**config.mk**
```make
export PLATFORM = sky130hd
export DESIGN_NAME = id_ex_stage
export DESIGN_NICKNAME = d
export VERILOG_FILES = /design/src/rtl/id_ex_stage.sv
export SDC_FILE = /design/constraint.sdc
export NUM_CORES = 1
export LEC_CHECK = 0
export ABC_CLOCK_PERIOD_IN_PS = 5500
export BUFFER_PORTS_ARGS = -buffer_cell sky130_fd_sc_hd__buf_4
export CAP_MARGIN = 40
export CORE_MARGIN = 2
export CORE_UTILIZATION = 40
export DETAILED_ROUTE_END_ITERATION = 10
export GPL_TIMING_DRIVEN = 0
export MAX_ROUTING_LAYER = met4
export PLACE_DENSITY = 0.74
export SLEW_MARGIN = 20
export SYNTH_ARGS = -nofsm -noshare
export SYNTH_HDL_FRONTEND = slang
export SYNTH_SLANG_ARGS = --single-unit
```
**constraint.sdc**
```tcl
create_clock -name clock -period 5.5 [get_ports clock]
set_input_delay 1.1 -clock clock [delete_from_list [all_inputs] [get_ports clock]]
set_output_delay 1.1 -clock clock [all_outputs]
set_load 0.05 [all_outputs]
```
**src/rtl/id_ex_stage.sv**
```systemverilog
// -----------------------------------------------------------------------------
// id_ex_stage
//
// ID/EX pipeline register. Each cycle it captures the decoded instruction,
// both register operands and the immediate into the EX stage. It also detects
// load-use hazards, inserting one bubble per hazard, and counts the inserted
// bubbles in a saturating counter. The stage honours a downstream hold
// (ext_stall) and a wrong-path kill (flush).
//
// Optional feature (macro ID_EX_WB_BYPASS_EN):
//   When defined, a register-file write happening in the same cycle as the
//   capture is forwarded into the captured operand. Operands held by
//   ext_stall are refreshed from the write port when their source register
//   is written. When undefined, operands come only from id_rdata1/2, and
//   held operands never change.
//
// Ports:
//   clock, reset                  clock; asynchronous active-high reset
//   id_valid                      decode slot holds a real instruction
//   id_rs/id_rt/id_rd             decoded register addresses
//   id_uses_rs/id_uses_rt         instruction really reads rs / rt
//   id_rdata1/id_rdata2           register file read data for rs / rt
//   id_imm, id_ctrl, id_mem_read  immediate, control bundle, load flag
//   wb_en/wb_addr/wb_data         copy of the register file write port
//   ext_stall                     downstream hold
//   flush                         kill the decode slot
//   hazard_stall                  combinational: freeze PC and IF/ID
//   ex_*                          registered EX-stage fields
//   bubble_cnt                    saturating count of load-use bubbles
// -----------------------------------------------------------------------------
module id_ex_stage #(
    parameter int WIDTH      = 32,
    parameter int ADDR_WIDTH = 5,
    parameter int CTRL_WIDTH = 12
) (
    input  logic                  clock,
    input  logic                  reset,
    input  logic                  id_valid,
    input  logic [ADDR_WIDTH-1:0] id_rs,
    input  logic [ADDR_WIDTH-1:0] id_rt,
    input  logic [ADDR_WIDTH-1:0] id_rd,
    input  logic                  id_uses_rs,
    input  logic                  id_uses_rt,
    input  logic [WIDTH-1:0]      id_rdata1,
    input  logic [WIDTH-1:0]      id_rdata2,
    input  logic [WIDTH-1:0]      id_imm,
    input  logic [CTRL_WIDTH-1:0] id_ctrl,
    input  logic                  id_mem_read,
    input  logic                  wb_en,
    input  logic [ADDR_WIDTH-1:0] wb_addr,
    input  logic [WIDTH-1:0]      wb_data,
    input  logic                  ext_stall,
    input  logic                  flush,
    output logic                  hazard_stall,
    output logic                  ex_valid,
    output logic                  ex_mem_read,
    output logic [ADDR_WIDTH-1:0] ex_rs,
    output logic [ADDR_WIDTH-1:0] ex_rt,
    output logic [ADDR_WIDTH-1:0] ex_rd,
    output logic [WIDTH-1:0]      ex_a,
    output logic [WIDTH-1:0]      ex_b,
    output logic [WIDTH-1:0]      ex_imm,
    output logic [CTRL_WIDTH-1:0] ex_ctrl,
    output logic [15:0]           bubble_cnt
);

    localparam logic [ADDR_WIDTH-1:0] ADDR_ZERO = {ADDR_WIDTH{1'b0}};
    localparam logic [WIDTH-1:0]      DATA_ZERO = {WIDTH{1'b0}};
    localparam logic [CTRL_WIDTH-1:0] CTRL_ZERO = {CTRL_WIDTH{1'b0}};
    localparam logic [15:0]           CNT_MAX   = 16'hFFFF;

    // EX-stage state
    logic                  ex_valid_r;
    logic                  ex_mem_read_r;
    logic [ADDR_WIDTH-1:0] ex_rs_r;
    logic [ADDR_WIDTH-1:0] ex_rt_r;
    logic [ADDR_WIDTH-1:0] ex_rd_r;
    logic [WIDTH-1:0]      ex_a_r;
    logic [WIDTH-1:0]      ex_b_r;
    logic [WIDTH-1:0]      ex_imm_r;
    logic [CTRL_WIDTH-1:0] ex_ctrl_r;
    logic [15:0]           bubble_cnt_r;

    // Combinational helpers
    logic             hazard_s;
    logic             insert_bubble_s;
    logic [WIDTH-1:0] cap_a_s;
    logic [WIDTH-1:0] cap_b_s;
    logic [WIDTH-1:0] hold_a_s;
    logic [WIDTH-1:0] hold_b_s;

    // Register r0 always reads as zero; every other register passes its data.
    function automatic logic [WIDTH-1:0] zero_r0(
        input logic [ADDR_WIDTH-1:0] addr,
        input logic [WIDTH-1:0]      data
    );
        if (addr == ADDR_ZERO) begin
            return DATA_ZERO;
        end else begin
            return data;
        end
    endfunction

    // Load-use hazard. It depends only on registered EX state and the ID
    // inputs, never on wb_*, so there is no combinational loop.
    always_comb begin
        hazard_s = ex_valid_r & ex_mem_read_r & (ex_rt_r != ADDR_ZERO) & id_valid &
                   ((id_uses_rs & (id_rs == ex_rt_r)) |
                    (id_uses_rt & (id_rt == ex_rt_r)));
    end

    assign insert_bubble_s = hazard_s & ~flush & ~ext_stall;
    assign hazard_stall    = insert_bubble_s;

`ifdef ID_EX_WB_BYPASS_EN
    // Operand select for capture and hold, with same-cycle write forwarding.
    always_comb begin
        cap_a_s  = zero_r0(id_rs, id_rdata1);
        cap_b_s  = zero_r0(id_rt, id_rdata2);
        hold_a_s = ex_a_r;
        hold_b_s = ex_b_r;
        if (wb_en && (wb_addr != ADDR_ZERO)) begin
            if (wb_addr == id_rs) begin
                cap_a_s = wb_data;
            end else begin
                cap_a_s = zero_r0(id_rs, id_rdata1);
            end
            if (wb_addr == id_rt) begin
                cap_b_s = wb_data;
            end else begin
                cap_b_s = zero_r0(id_rt, id_rdata2);
            end
            if (ex_valid_r && (wb_addr == ex_rs_r)) begin
                hold_a_s = wb_data;
            end else begin
                hold_a_s = ex_a_r;
            end
            if (ex_valid_r && (wb_addr == ex_rt_r)) begin
                hold_b_s = wb_data;
            end else begin
                hold_b_s = ex_b_r;
            end
        end else begin
            hold_a_s = ex_a_r;
            hold_b_s = ex_b_r;
        end
    end
`else
    // Operand select without forwarding; the write port is not observed.
    logic wb_unused_s;
    assign wb_unused_s = ^{wb_en, wb_addr, wb_data};

    always_comb begin
        cap_a_s  = zero_r0(id_rs, id_rdata1);
        cap_b_s  = zero_r0(id_rt, id_rdata2);
        hold_a_s = ex_a_r;
        hold_b_s = ex_b_r;
    end
`endif

    // EX-stage register: hold, flush bubble, hazard bubble, or capture.
    always_ff @(posedge clock or posedge reset) begin
        if (reset) begin
            ex_valid_r    <= 1'b0;
            ex_mem_read_r <= 1'b0;
            ex_rs_r       <= ADDR_ZERO;
            ex_rt_r       <= ADDR_ZERO;
            ex_rd_r       <= ADDR_ZERO;
            ex_a_r        <= DATA_ZERO;
            ex_b_r        <= DATA_ZERO;
            ex_imm_r      <= DATA_ZERO;
            ex_ctrl_r     <= CTRL_ZERO;
        end else if (ext_stall) begin
            // Hold; only forwarded operands may change.
            ex_a_r <= hold_a_s;
            ex_b_r <= hold_b_s;
        end else if (flush || hazard_s) begin
            ex_valid_r    <= 1'b0;
            ex_mem_read_r <= 1'b0;
            ex_rs_r       <= ADDR_ZERO;
            ex_rt_r       <= ADDR_ZERO;
            ex_rd_r       <= ADDR_ZERO;
            ex_a_r        <= DATA_ZERO;
            ex_b_r        <= DATA_ZERO;
            ex_imm_r      <= DATA_ZERO;
            ex_ctrl_r     <= CTRL_ZERO;
        end else begin
            ex_valid_r    <= id_valid;
            ex_mem_read_r <= id_mem_read;
            ex_rs_r       <= id_rs;
            ex_rt_r       <= id_rt;
            ex_rd_r       <= id_rd;
            ex_a_r        <= cap_a_s;
            ex_b_r        <= cap_b_s;
            ex_imm_r      <= id_imm;
            ex_ctrl_r     <= id_ctrl;
        end
    end

    // Saturating count of load-use bubbles actually inserted.
    always_ff @(posedge clock or posedge reset) begin
        if (reset) begin
            bubble_cnt_r <= 16'h0000;
        end else if (insert_bubble_s && (bubble_cnt_r != CNT_MAX)) begin
            bubble_cnt_r <= bubble_cnt_r + 16'h0001;
        end else begin
            bubble_cnt_r <= bubble_cnt_r;
        end
    end

    assign ex_valid    = ex_valid_r;
    assign ex_mem_read = ex_mem_read_r;
    assign ex_rs       = ex_rs_r;
    assign ex_rt       = ex_rt_r;
    assign ex_rd       = ex_rd_r;
    assign ex_a        = ex_a_r;
    assign ex_b        = ex_b_r;
    assign ex_imm      = ex_imm_r;
    assign ex_ctrl     = ex_ctrl_r;
    assign bubble_cnt  = bubble_cnt_r;

endmodule

```
==> metrics.txt <==
height of the die 121 microns; Yosys top cell by area dfrtp_1; syn_nets 561; Initial DRC Count 275; Adder-Cell Fraction of Synth Area 0.00229; Max Root-Sink Buffers 2; Setup crit end kind primary output; top cells by area, synth dfrtp_1 65%, a22o_1 20%, xnor2_1 3.5%; PwrDens 355 nW/um^2; CP required 4400 ps; grt ovf 0; Critical Path Start Type input port; TritonCTS clock tree yes; main combinational cell family by area after synthesis compound AO/OA/AOI/OAI gates; H-tree depth 4; DR pass1 iterations 4; Final setup viols 0; I/O Buffers 271; Layout area overhead 53.2%; Final WS setup 1890 ps; Psw 866 uW; # DRC 0; detailed placement HPWL 12100 microns; Clk pwr share 0.403; internal power 2.11 mW; Worst Skew 6.85 ps; Clock Latency Late Sink 410 ps; Reg clk slew, reported paths 60 ps; count of final max-slew check failures 0; pre-CTS setup slack 1880 ps; clock buffers created by TritonCTS 17; vias in the first global route 4623; Max VDD drop 175 uV; nets@finish 852; vias after detailed routing 4551; register bit count reported by yosys 141; num rows 42; post-route design area 8380 sq um; die width 121 microns; postcts setup bufs 0; simple-gate share of the synthesized area 0.0577; HP Class register to register; Avg Cell Area, Syn 14.0 sq um; unrepaired setup endpoints after global routing false; Syn Inst Count 391; post-synthesis mux area share 0.00595; Synth top area share 0.645; number of synthesis warnings 0; antenna violations before repair 0; Leakage 4.27 nW; max_cap viols 0; cts hold-fix bufs 0; DIE AREA 14600 sq um; Initial Utilization 0.411; Synth Area in XOR/XNOR 0.0352; number of diodes 0; global placement routability congestion 0.836; Final Hold Viols 0; gr usage total 0.233; post-route ant nets 0; critical path arrival 2510 ps; drt total wl 16500 microns; Seq/Total Area, Yosys 0.645; CTS resizes 0; actual slew at the worst max-slew pin 648 ps; Sw Share 0.291; global-route wire length before repair 25100 microns; Fmax 277 MHz; Final Cycle Share 0.657; post-placement cell area 7760 sq um; drt wl/cell 19.0 microns; synth unique cells 29; Syn Std Cell Area 5470 sq um; outcome finished, final reports clean; core footprint 13300 sq um; largest net degree at the start of global routing 84; clk root buf clkbuf_16; vias per std cell 5.23; I/O pin total 311; Final Critical Period 3610 ps; Reg power frac 0.389; Synth Area in Compound Gates 0.220; layout cells sized above 1 0.467; Max FO, Critical Path 10; worst setup path class input port to primary output; Sink Count 141; Logic pwr share 0.209; Relative slew margins 0.568
[placed cells by master, fill, tap and decap left out, drive strengths merged]
cell type  instances
nand2b             1
mux2               2
xnor2             22
or4b               1
bufinv             4
a211oi             2
mux2i              1
clkinvlp           2
nor4               1
or2                1
ha                 1
and3               7
o22ai              1
or4                3
nor2               7
nand4b             1
a21oi              6
and4               2
nand3             11
nand2              8
inv                2
a22o             125
nand4             10
nor3               4
dfrtp            141
clkbuf            36
buf              284
o2111a             1
o2111ai            1
clkinv             6
[critical path, cell delays in order]
cell	delay [ps]
clkbuf_1	260
nor2_1	310
clkbuf_1	390
and3_1	240
buf_4	210
[layer usage]
metal,track usage,vias up,part of all wire
met4,0.0785,0,0.018
met1,0.285,2272,0.41
li1,-,2089,-
met3,0.0677,20,0.064
met5,-,-,0
met2,0.371,170,0.50
[sequential cells by signal, indices dropped and copies added (netlist names)]
| signal | flops |
|---|---|
| ex_rd | 5 |
| ex_imm | 32 |
| ex_valid | 1 |
| ex_a | 32 |
| ex_mem_read | 1 |
| ex_b | 32 |
| ex_rs | 5 |
| ex_ctrl | 12 |
| bubble_cnt | 16 |
| ex_rt | 5 |
[power by group through the flow]
| stage | sequential [mW] | combinational (mW) | clock, mW |
|---|---|---|---|
| after floorplan | 1.42 | 0.128 | 0 |
| after global placement | 1.17 | 0.616 | 0 |
| after detailed placement | 1.17 | 0.625 | 0 |
| after CTS | 1.16 | 0.628 | 1.22 |
| after global routing | 1.16 | 0.652 | 1.27 |
| final | 1.16 | 0.621 | 1.20 |
[logic make-up (layout without fill, tap and decap cells)]
logic type / Yosys count / after routing
mux: 3 / 3
fa+ha+maj: 1 / 1
flops: 141 / 141
simple gates: 57 / 57
xor+xnor: 22 / 22
buf+inv: 31 / 334
compound gates: 136 / 136
[Yosys cell counts]
master	n
o22ai_2	1
nor2_1	7
mux2i_1	1
nand2b_1	1
inv_1	2
clkbuf_1	17
nand3_1	11
o2111a_2	1
buf_4	6
or4b_1	1
a21oi_1	5
nand4_1	10
dfrtp_1	141
nand2_1	8
buf_6	6
nand4b_1	1
ha_1	1
a21oi_2	1
xnor2_1	22
o2111ai_1	1
nor4_1	1
or4_1	3
and4_1	2
nor3_1	4
a211oi_4	2
and3_1	7
a22o_1	125
or2_2	1
mux2_2	2
[path summary, 6_finish.rpt]
path / start / end / slack (ps) / cells past startpoint
min in group asynchronous: reset / ex_b[26]$_DFFE_PP0N_ / 710 / 2
max reg2reg: ex_rt[1]$_DFFE_PP0N_ / bubble_cnt[1]$_DFFE_PP0P_ / 3140 / 5
min: bubble_cnt[9]$_DFFE_PP0P_ / bubble_cnt[9]$_DFFE_PP0P_ / 490 / 1
max: ext_stall / hazard_stall / 1890 / 5
max in group asynchronous: reset / ex_imm[19]$_DFFE_PP0N_ / 4070 / 3
min reg2reg: bubble_cnt[9]$_DFFE_PP0P_ / bubble_cnt[9]$_DFFE_PP0P_ / 490 / 1
[area by class of cell]
cell class | instances | area, sq um
Clock buffer | 19 | 453
Buffer | 29 | 176
Inverter | 2 | 15.0
Timing Repair Buffer | 272 | 2060
Fill cell | 1042 | 4920
Multi-Input combinational cell | 219 | 1760
Sequential cell | 141 | 3530
Clock inverter | 12 | 169
Tap cell | 176 | 220
[per-stage QoR]
stage	TNS (ps)	util	std cells	hold slack [ps]	total power, mW
finish	0	0.630	870	494	2.98
global route	0	0.630	870	506	3.09
CTS	0	0.630	870	495	3.01
detailed placement	0	0.583	839	481	1.80
global placement	-111390	0.581	838	482	1.79
floorplan	0	-	391	796	1.55
No activity file was read; power rests on OpenSTA's default activity.
